===== src/rtl/peri_sample_fifo_pkg.sv =====
// rtl/peri_sample_fifo_pkg.sv - register map constants and decode helper for peri_sample_fifo
package peri_sample_fifo_pkg;

  localparam logic [3:0] ADDR_DATA   = 4'h0;
  localparam logic [3:0] ADDR_STATUS = 4'h1;
  localparam logic [3:0] ADDR_CTRL   = 4'h2;
  localparam logic [3:0] ADDR_THRESH = 4'h3;

  localparam int STAT_OVF_BIT  = 7;
  localparam int STAT_UDF_BIT  = 6;
  localparam int STAT_FULL_BIT = 5;

  localparam int CTRL_EN_BIT    = 0;
  localparam int CTRL_FLUSH_BIT = 1;

  localparam logic [4:0] THRESH_RESET = 5'd1;

  typedef enum logic [2:0] {
    REG_DATA,
    REG_STATUS,
    REG_CTRL,
    REG_THRESH,
    REG_NONE
  } reg_idx_e;

  function automatic reg_idx_e decode_addr(input logic [3:0] adr);
    case (adr)
      ADDR_DATA:   return REG_DATA;
      ADDR_STATUS: return REG_STATUS;
      ADDR_CTRL:   return REG_CTRL;
      ADDR_THRESH: return REG_THRESH;
      default:     return REG_NONE;
    endcase
  endfunction

endpackage


===== src/rtl/peri_sample_fifo_if.sv =====
// rtl/peri_sample_fifo_if.sv - Wishbone B4 peripheral bus bundle for peri_sample_fifo
interface peri_sample_fifo_if;
  logic       wb_we_i;
  logic       wb_stb_i;
  logic [3:0] wb_adr_i;
  logic [7:0] wb_dat_i;
  logic       wb_ack_o;
  logic [7:0] wb_dat_o;

  modport master (
    output wb_we_i, wb_stb_i, wb_adr_i, wb_dat_i,
    input  wb_ack_o, wb_dat_o
  );

  modport slave (
    input  wb_we_i, wb_stb_i, wb_adr_i, wb_dat_i,
    output wb_ack_o, wb_dat_o
  );
endinterface


===== src/rtl/peri_sample_fifo_sync_fifo.sv =====
// rtl/peri_sample_fifo_sync_fifo.sv - synchronous sample FIFO with flush and level count
module sync_fifo #(
  parameter int Depth = 16,
  parameter int Width = 8
) (
  input  logic                         clk_i,
  input  logic                         rst_i,
  input  logic                         push_i,
  input  logic                         pop_i,
  input  logic                         flush_i,
  input  logic [Width-1:0]             wdata_i,
  output logic [Width-1:0]             rdata_o,
  output logic [$clog2(Depth+1)-1:0]   level_o,
  output logic                         full_o,
  output logic                         empty_o
);
  localparam int AW = $clog2(Depth);
  localparam int LW = $clog2(Depth+1);

  logic [Width-1:0] mem_q [Depth];
  logic [AW-1:0]    rd_ptr_q, rd_ptr_d;
  logic [AW-1:0]    wr_ptr_q, wr_ptr_d;
  logic [LW-1:0]    level_q, level_d;
  logic             pop_eff, push_eff;

  assign full_o  = (level_q == LW'(Depth));
  assign empty_o = (level_q == '0);
  assign level_o = level_q;
  assign rdata_o = mem_q[rd_ptr_q];

  // A pop on the same edge frees the slot, so a push into a full FIFO still lands.
  assign pop_eff  = pop_i & ~empty_o;
  assign push_eff = push_i & (~full_o | pop_eff);

  always_comb begin
    rd_ptr_d = rd_ptr_q;
    wr_ptr_d = wr_ptr_q;
    level_d  = level_q;
    if (flush_i) begin
      rd_ptr_d = '0;
      wr_ptr_d = '0;
      level_d  = '0;
    end else begin
      if (push_eff) wr_ptr_d = wr_ptr_q + AW'(1);
      if (pop_eff)  rd_ptr_d = rd_ptr_q + AW'(1);
      level_d = level_q + LW'(push_eff) - LW'(pop_eff);
    end
  end

  always_ff @(posedge clk_i) begin
    if (rst_i) begin
      rd_ptr_q <= '0;
      wr_ptr_q <= '0;
      level_q  <= '0;
    end else begin
      rd_ptr_q <= rd_ptr_d;
      wr_ptr_q <= wr_ptr_d;
      level_q  <= level_d;
    end
  end

  always_ff @(posedge clk_i) begin
    if (!rst_i && push_eff && !flush_i) mem_q[wr_ptr_q] <= wdata_i;
  end

endmodule


===== src/rtl/peri_sample_fifo.sv =====
// rtl/peri_sample_fifo.sv - PDM sample FIFO with Wishbone register access and threshold irq
module peri_sample_fifo
  import peri_sample_fifo_pkg::*;
#(
  parameter int Depth = 16
) (
  input  logic                 clk_i,
  input  logic                 rst_i,
  input  logic [7:0]           sample_i,
  input  logic                 sample_valid_i,
  peri_sample_fifo_if.slave    wb,
  output logic                 irq_o
);
  localparam int LW = $clog2(Depth+1);

  logic          ack_q, ack_d;
  logic [7:0]    dat_q, dat_d;
  logic          en_q, en_d;
  logic [4:0]    thresh_q, thresh_d;
  logic          ovf_q, ovf_d;
  logic          udf_q, udf_d;

  logic          acc, wr_acc, pop, push, flush;
  logic          ovf_evt, udf_evt;
  reg_idx_e      idx;
  logic [7:0]    rd_val;
  logic [7:0]    thr_eff;

  logic [7:0]    fifo_rdata;
  logic [LW-1:0] level;
  logic          full, empty;

  assign idx    = decode_addr(wb.wb_adr_i);
  assign acc    = wb.wb_stb_i & ~ack_q;
  assign wr_acc = acc & wb.wb_we_i;
  assign pop    = acc & ~wb.wb_we_i & (idx == REG_DATA);
  assign push   = sample_valid_i & en_q;
  assign flush  = wr_acc & (idx == REG_CTRL) & wb.wb_dat_i[CTRL_FLUSH_BIT];

  assign udf_evt = pop & empty;
  assign ovf_evt = push & full & ~(pop & ~empty) & ~flush;

  sync_fifo #(.Depth(Depth), .Width(8)) u_fifo (
    .clk_i   (clk_i),
    .rst_i   (rst_i),
    .push_i  (push),
    .pop_i   (pop),
    .flush_i (flush),
    .wdata_i (sample_i),
    .rdata_o (fifo_rdata),
    .level_o (level),
    .full_o  (full),
    .empty_o (empty)
  );

  always_comb begin
    thr_eff = 8'(Depth);
    if (thresh_q == 5'd0)             thr_eff = 8'd1;
    else if (int'(thresh_q) <= Depth) thr_eff = {3'b000, thresh_q};
  end

  assign irq_o = en_q & (8'(level) >= thr_eff);

  always_comb begin
    rd_val = 8'h00;
    case (idx)
      REG_DATA:   rd_val = empty ? 8'h00 : fifo_rdata;
      REG_STATUS: begin
        rd_val[4:0]           = 5'(level);
        rd_val[STAT_FULL_BIT] = full;
        rd_val[STAT_UDF_BIT]  = udf_q;
        rd_val[STAT_OVF_BIT]  = ovf_q;
      end
      REG_CTRL:   rd_val[CTRL_EN_BIT] = en_q;
      REG_THRESH: rd_val[4:0] = thresh_q;
      default:    rd_val = 8'h00;
    endcase
  end

  // Sticky events take priority over a same-edge W1C so no event is lost.
  always_comb begin
    ack_d    = acc;
    dat_d    = acc ? rd_val : dat_q;
    en_d     = en_q;
    thresh_d = thresh_q;
    ovf_d    = ovf_q;
    udf_d    = udf_q;
    if (wr_acc) begin
      case (idx)
        REG_CTRL:   en_d = wb.wb_dat_i[CTRL_EN_BIT];
        REG_THRESH: thresh_d = wb.wb_dat_i[4:0];
        REG_STATUS: begin
          if (wb.wb_dat_i[STAT_OVF_BIT]) ovf_d = 1'b0;
          if (wb.wb_dat_i[STAT_UDF_BIT]) udf_d = 1'b0;
        end
        default: ;
      endcase
    end
    if (ovf_evt) ovf_d = 1'b1;
    if (udf_evt) udf_d = 1'b1;
  end

  always_ff @(posedge clk_i) begin
    if (rst_i) begin
      ack_q    <= 1'b0;
      dat_q    <= 8'h00;
      en_q     <= 1'b0;
      thresh_q <= THRESH_RESET;
      ovf_q    <= 1'b0;
      udf_q    <= 1'b0;
    end else begin
      ack_q    <= ack_d;
      dat_q    <= dat_d;
      en_q     <= en_d;
      thresh_q <= thresh_d;
      ovf_q    <= ovf_d;
      udf_q    <= udf_d;
    end
  end

  assign wb.wb_ack_o = ack_q;
  assign wb.wb_dat_o = dat_q;

endmodule


===== src/flat_wrapper.sv =====
// flat-port wrapper written by rule: the top's interface ports become plain ports
module peri_sample_fifo_flat import peri_sample_fifo_pkg::*;
#(
  parameter int Depth = 16
)
  (clk_i, rst_i, sample_i, sample_valid_i, irq_o, wb_wb_we_i, wb_wb_stb_i, wb_wb_adr_i, wb_wb_dat_i, wb_wb_ack_o, wb_wb_dat_o);
  peri_sample_fifo_if wb_i ();
  input  logic clk_i;
  input  logic rst_i;
  input  logic [7:0] sample_i;
  input  logic sample_valid_i;
  output logic irq_o;
  input wire logic [$bits(wb_i.wb_we_i)-1:0] wb_wb_we_i;
  input wire logic [$bits(wb_i.wb_stb_i)-1:0] wb_wb_stb_i;
  input wire logic [$bits(wb_i.wb_adr_i)-1:0] wb_wb_adr_i;
  input wire logic [$bits(wb_i.wb_dat_i)-1:0] wb_wb_dat_i;
  output wire logic [$bits(wb_i.wb_ack_o)-1:0] wb_wb_ack_o;
  output wire logic [$bits(wb_i.wb_dat_o)-1:0] wb_wb_dat_o;
  assign wb_i.wb_we_i = wb_wb_we_i;
  assign wb_i.wb_stb_i = wb_wb_stb_i;
  assign wb_i.wb_adr_i = wb_wb_adr_i;
  assign wb_i.wb_dat_i = wb_wb_dat_i;
  assign wb_wb_ack_o = wb_i.wb_ack_o;
  assign wb_wb_dat_o = wb_i.wb_dat_o;
  peri_sample_fifo #(.Depth(Depth)) u_core (.clk_i(clk_i), .rst_i(rst_i), .sample_i(sample_i), .sample_valid_i(sample_valid_i), .wb(wb_i), .irq_o(irq_o));
endmodule

===== config.mk =====
export PLATFORM = sky130hd
export DESIGN_NAME = peri_sample_fifo_flat
export DESIGN_NICKNAME = d
export VERILOG_FILES = /design/src/rtl/peri_sample_fifo_pkg.sv /design/src/rtl/peri_sample_fifo_if.sv /design/src/rtl/peri_sample_fifo_sync_fifo.sv /design/src/rtl/peri_sample_fifo.sv /design/src/flat_wrapper.sv
export SDC_FILE = /design/constraint.sdc
export NUM_CORES = 1
export LEC_CHECK = 0
export CORE_ASPECT_RATIO = 1.25
export CORE_MARGIN = 2
export CORE_UTILIZATION = 55
export CTS_BUF_LIST = sky130_fd_sc_hd__clkbuf_8
export CTS_CLUSTER_SIZE = 16
export DETAILED_ROUTE_END_ITERATION = 8
export GPL_TIMING_DRIVEN = 0
export PLACE_DENSITY = 0.76
export SYNTH_ARGS = -nofsm -noshare
export SYNTH_HDL_FRONTEND = slang
export SYNTH_SLANG_ARGS = --single-unit

===== constraint.sdc =====
create_clock -name clk_i -period 4.46 [get_ports clk_i]
set_input_delay 0.892 -clock clk_i [delete_from_list [all_inputs] [get_ports clk_i]]
set_output_delay 0.892 -clock clk_i [all_outputs]
set_load 0.03 [all_outputs]

==> reports/metrics.cfg, run 1 <==
[synth]
muxShareOfSynthArea_pct = 13.5
synth_simple_gate_area_share_pct = 8.90
postSynthCellCount = 418
netlist_area_sq_um = 6770
synth_top_family_by_area = multiplexers
yosys-top-cells-area = edfxtp_1 57%, mux4_2 11%, dfxtp_1 10%
synth_top_area_share_pct = 56.8
synth_cell_types = 50
avgSynthCellArea_sq_um = 16.2
synth_seq_area_share_pct = 66.8
synth_edf_count = 128
synthArstFlopShare_pct = 0
synth-adder-area-share_pct = 3.25
ys_ff_latch = 162
synth_common_cells = 128 x edfxtp_1, 41 x nor2_1, 34 x dfxtp_1
ys_warn_count = 0
synth_ff_type = edfxtp_1
synth_top_cell_by_area = edfxtp_1
synth_compound_area_share_pct = 4.43
synth_nets = 460
synth-xor-area-share_pct = 1.29
yosysMostFrequentCell = edfxtp_1

[layout]
antenna_cells = 0
nFillCells = 866
multiInputGateArea_sq_um = 2120
final_area_sq_um = 7710
stdcell_count = 647
seqCellArea_sq_um = 4520
drive_gt1_share_pct = 19.9
syn_to_final_growth_pct = 13.9
nets = 512

[place]
dpl_worst_slack_ps = 74.5
placed_area_sq_um = 7310
gp_congestion = 0.815
port_buffers = 33
dpl.hpwl_microns = 9330
dp.cells = 615

[clocking]
clkTransAtPathRegs_ps = 90
cts_tree = yes
cts_inserted_buffers = 17
clock-sinks = 162
root_buffer = clkbuf_8
post_cts_buffers = 0
htree_levels = 4
cts-resized-gates = 0
clk_latency_ps = 460
cts_buffer_depth = 2
cts.hold.buffers_added = 0

[timing]
finClkSkew_ps = 13.1
worst_slack_ps = 533
setup_tns_ps = 0
fin_crit_sh_pct = 88.1
tightest_slew_ps = 957
min_period_ps = 3930
fmax_ghz = 0.255
hold_ws_ps = 509
slew_violations = 0
maxSlewHeadroom_pct = 36.0
setup_viol = 0
rsz0062_at_grt = no
hold_viol = 0

[grt]
grt_usage_pct = 22.1
grt_first_pass_wirelength_microns = 20500
antenna_found_initial = 0
overflow = 0
grt_pass1_vias = 3794
grt_max_degree = 17

[setup_path]
cp_data_arrival_time_ps = 4280
cp_max_fo = 7
worstReg2RegEnd = u_core.u_fifo.level_o[4]
required_ps = 4810
rr_startpoint = u_core.u_fifo.level_o[2]
worstSetupPathType = in -> reg
cp-start-kind = primary input
reg2regPathDepth = 16
endpoint_kind = flop
endpoint = u_core.u_fifo.level_o[4]
r2r_setup_slack_ps = 1420
crit_start = wb_wb_adr_i[1]

[drt]
vias = 3772
post_drt_wl_per_cell_microns = 20.8
drt_wl_total_microns = 13500
drtIter0Drc = 254
drtAntennaViolNets = 0
first_pass_iters = 5
drc = 0
viasPerCell = 5.83

[die]
coreArea_sq_um = 12100
ioPinCount = 35
die_w_microns = 103
die_h_microns = 128
dieArea_sq_um = 13200
initial_utilization_pct = 55.9
row_count = 45

[power_and_ir_drop]
power.density_nw_per_um2 = 360
ir_worst_vdd_uv = 176
leakagePower_nw = 2.40

[worst_hold_path]
hold_class = reg -> reg

[job]
max-cap-violations = 0

[status]
status = complete, no violations

cells by family (layout without fill, tap and decap cells):
kind of cell / after synthesis / after routing
xor gates and xnor gates: 10 / 10
DFF: 162 / 162
muxes: 50 / 50
and+or+nand+nor: 104 / 104
AOI/OAI and AO/OA: 47 / 47
adders and majority gates: 17 / 17
buffers and inverters: 28 / 93
sequential cells by signal, indices dropped and copies added, names as in the netlist, named ones only:
signal and cells:
u_core.wb.wb_ack_o 1, u_core.udf_q 1, u_core.u_fifo.wr_ptr_q 4, u_core.u_fifo.rd_ptr_q 4, u_core.u_fifo.mem_q 128, u_core.en_q 1, u_core.ovf_q 1, u_core.u_fifo.level_o 5
u_core.wb.wb_dat_o 8, u_core.thresh_q 5
per-layer routing:
layer	track usage, %	vias up	share of wire [%]
met5	0	-	0
met4	11.7	0	3.5
met3	5.07	32	5.1
met2	37.4	138	53
met1	26.1	1867	39
li1	-	1735	-
placed cells by master (no fill, tap or decap), types with 6 or more instances in the layout:
master           synthesis  routed
a21oi_1                 24      24
a222oi_1                 6       6
clkbuf_1                11      11
clkbuf_8                 0      17
clkdlybuf4s50_1          0      33
dfxtp_1                 34      34
edfxtp_1               128     128
ha_1                    16      16
inv_1                   10      10
mux2_2                  10      10
mux2i_1                  8       8
mux4_2                  32      32
nand2_1                 13      13
nand3_1                  7       7
nor2_1                  41      41
o21ai_1                  6       6
xnor2_1                  7       7
worst min-delay path by stage:
stage	from	endpoint	slack [ps]	cells past startpoint
after CTS	u_core.thresh_q[1]	u_core.thresh_q[1]	510	2
final	u_core.thresh_q[1]	u_core.thresh_q[1]	510	2
after floorplan	u_core.thresh_q[0]	u_core.thresh_q[0]	450	1
after global routing	u_core.thresh_q[2]	u_core.thresh_q[2]	550	2
after global placement	u_core.thresh_q[1]	u_core.thresh_q[1]	490	2
after detailed placement	u_core.thresh_q[1]	u_core.thresh_q[1]	490	2
worst max-delay path: stages:
cell and delay, ps:
clkdlybuf4s50_1 510, or4_4 550, buf_6 150, o311ai_2 370, and2b_1 190, buf_6 140, inv_1 50, ha_1 260
inv_1 40, ha_1 190, fa_1 400, a21oi_1 170, nor2_1 60, nor2_1 110, xnor2_1 130, nor2_1 50
final cells by class:
type	count	area share (%)
buffer	18	1.12
clock buffer	17	3.03
timing repair buffer	33	4.28
tap	164	2.66
clock inverter	15	2.21
sequential	162	58.7
inverter	10	0.487
multi-input combinational	228	27.5
metrics by stage:
step,util [%],power [mW]
finish,63.7,2.78
CTS,63.7,2.79
global route,63.7,2.85
global placement,60.4,1.73
detailed placement,60.4,1.73
floorplan,-,1.68
power breakdown:
part,leakage [nW],internal [mW],switching [mW]
logic,0.772,0.0279,0.0421
registers,1.42,1.63,0.00182
clock network,0.207,0.513,0.566
total,2.40,2.17,0.610
No activity file was read; power rests on OpenSTA's default activity.
==> run 2: changes to the inputs <==
--- a/config.mk
+++ b/config.mk
@@ -9,7 +9,6 @@
 export CORE_MARGIN = 2
 export CORE_UTILIZATION = 55
 export CTS_BUF_LIST = sky130_fd_sc_hd__clkbuf_8
-export CTS_CLUSTER_SIZE = 16
 export DETAILED_ROUTE_END_ITERATION = 8
 export GPL_TIMING_DRIVEN = 0
 export PLACE_DENSITY = 0.76
==> results of run 2 <==
The final DEF is identical to that of run 1; final timing and power are the same.
==> run 3: changes to the inputs <==
==> constraint.sdc (replaced) <==
create_clock -name clk_i -period 4.46 [get_ports clk_i]
set_input_delay 0.446 -clock clk_i [delete_from_list [all_inputs] [get_ports clk_i]]
set_output_delay 0.446 -clock clk_i [all_outputs]
set_load 0.03 [all_outputs]
==> results of run 3 <==
Same layout as run 1 (identical final DEF). Status: complete, no violations.
Main changes from that run: setup slack after placement 74.5 ps -> 520 ps; setup slack after layout 533 ps -> 979 ps
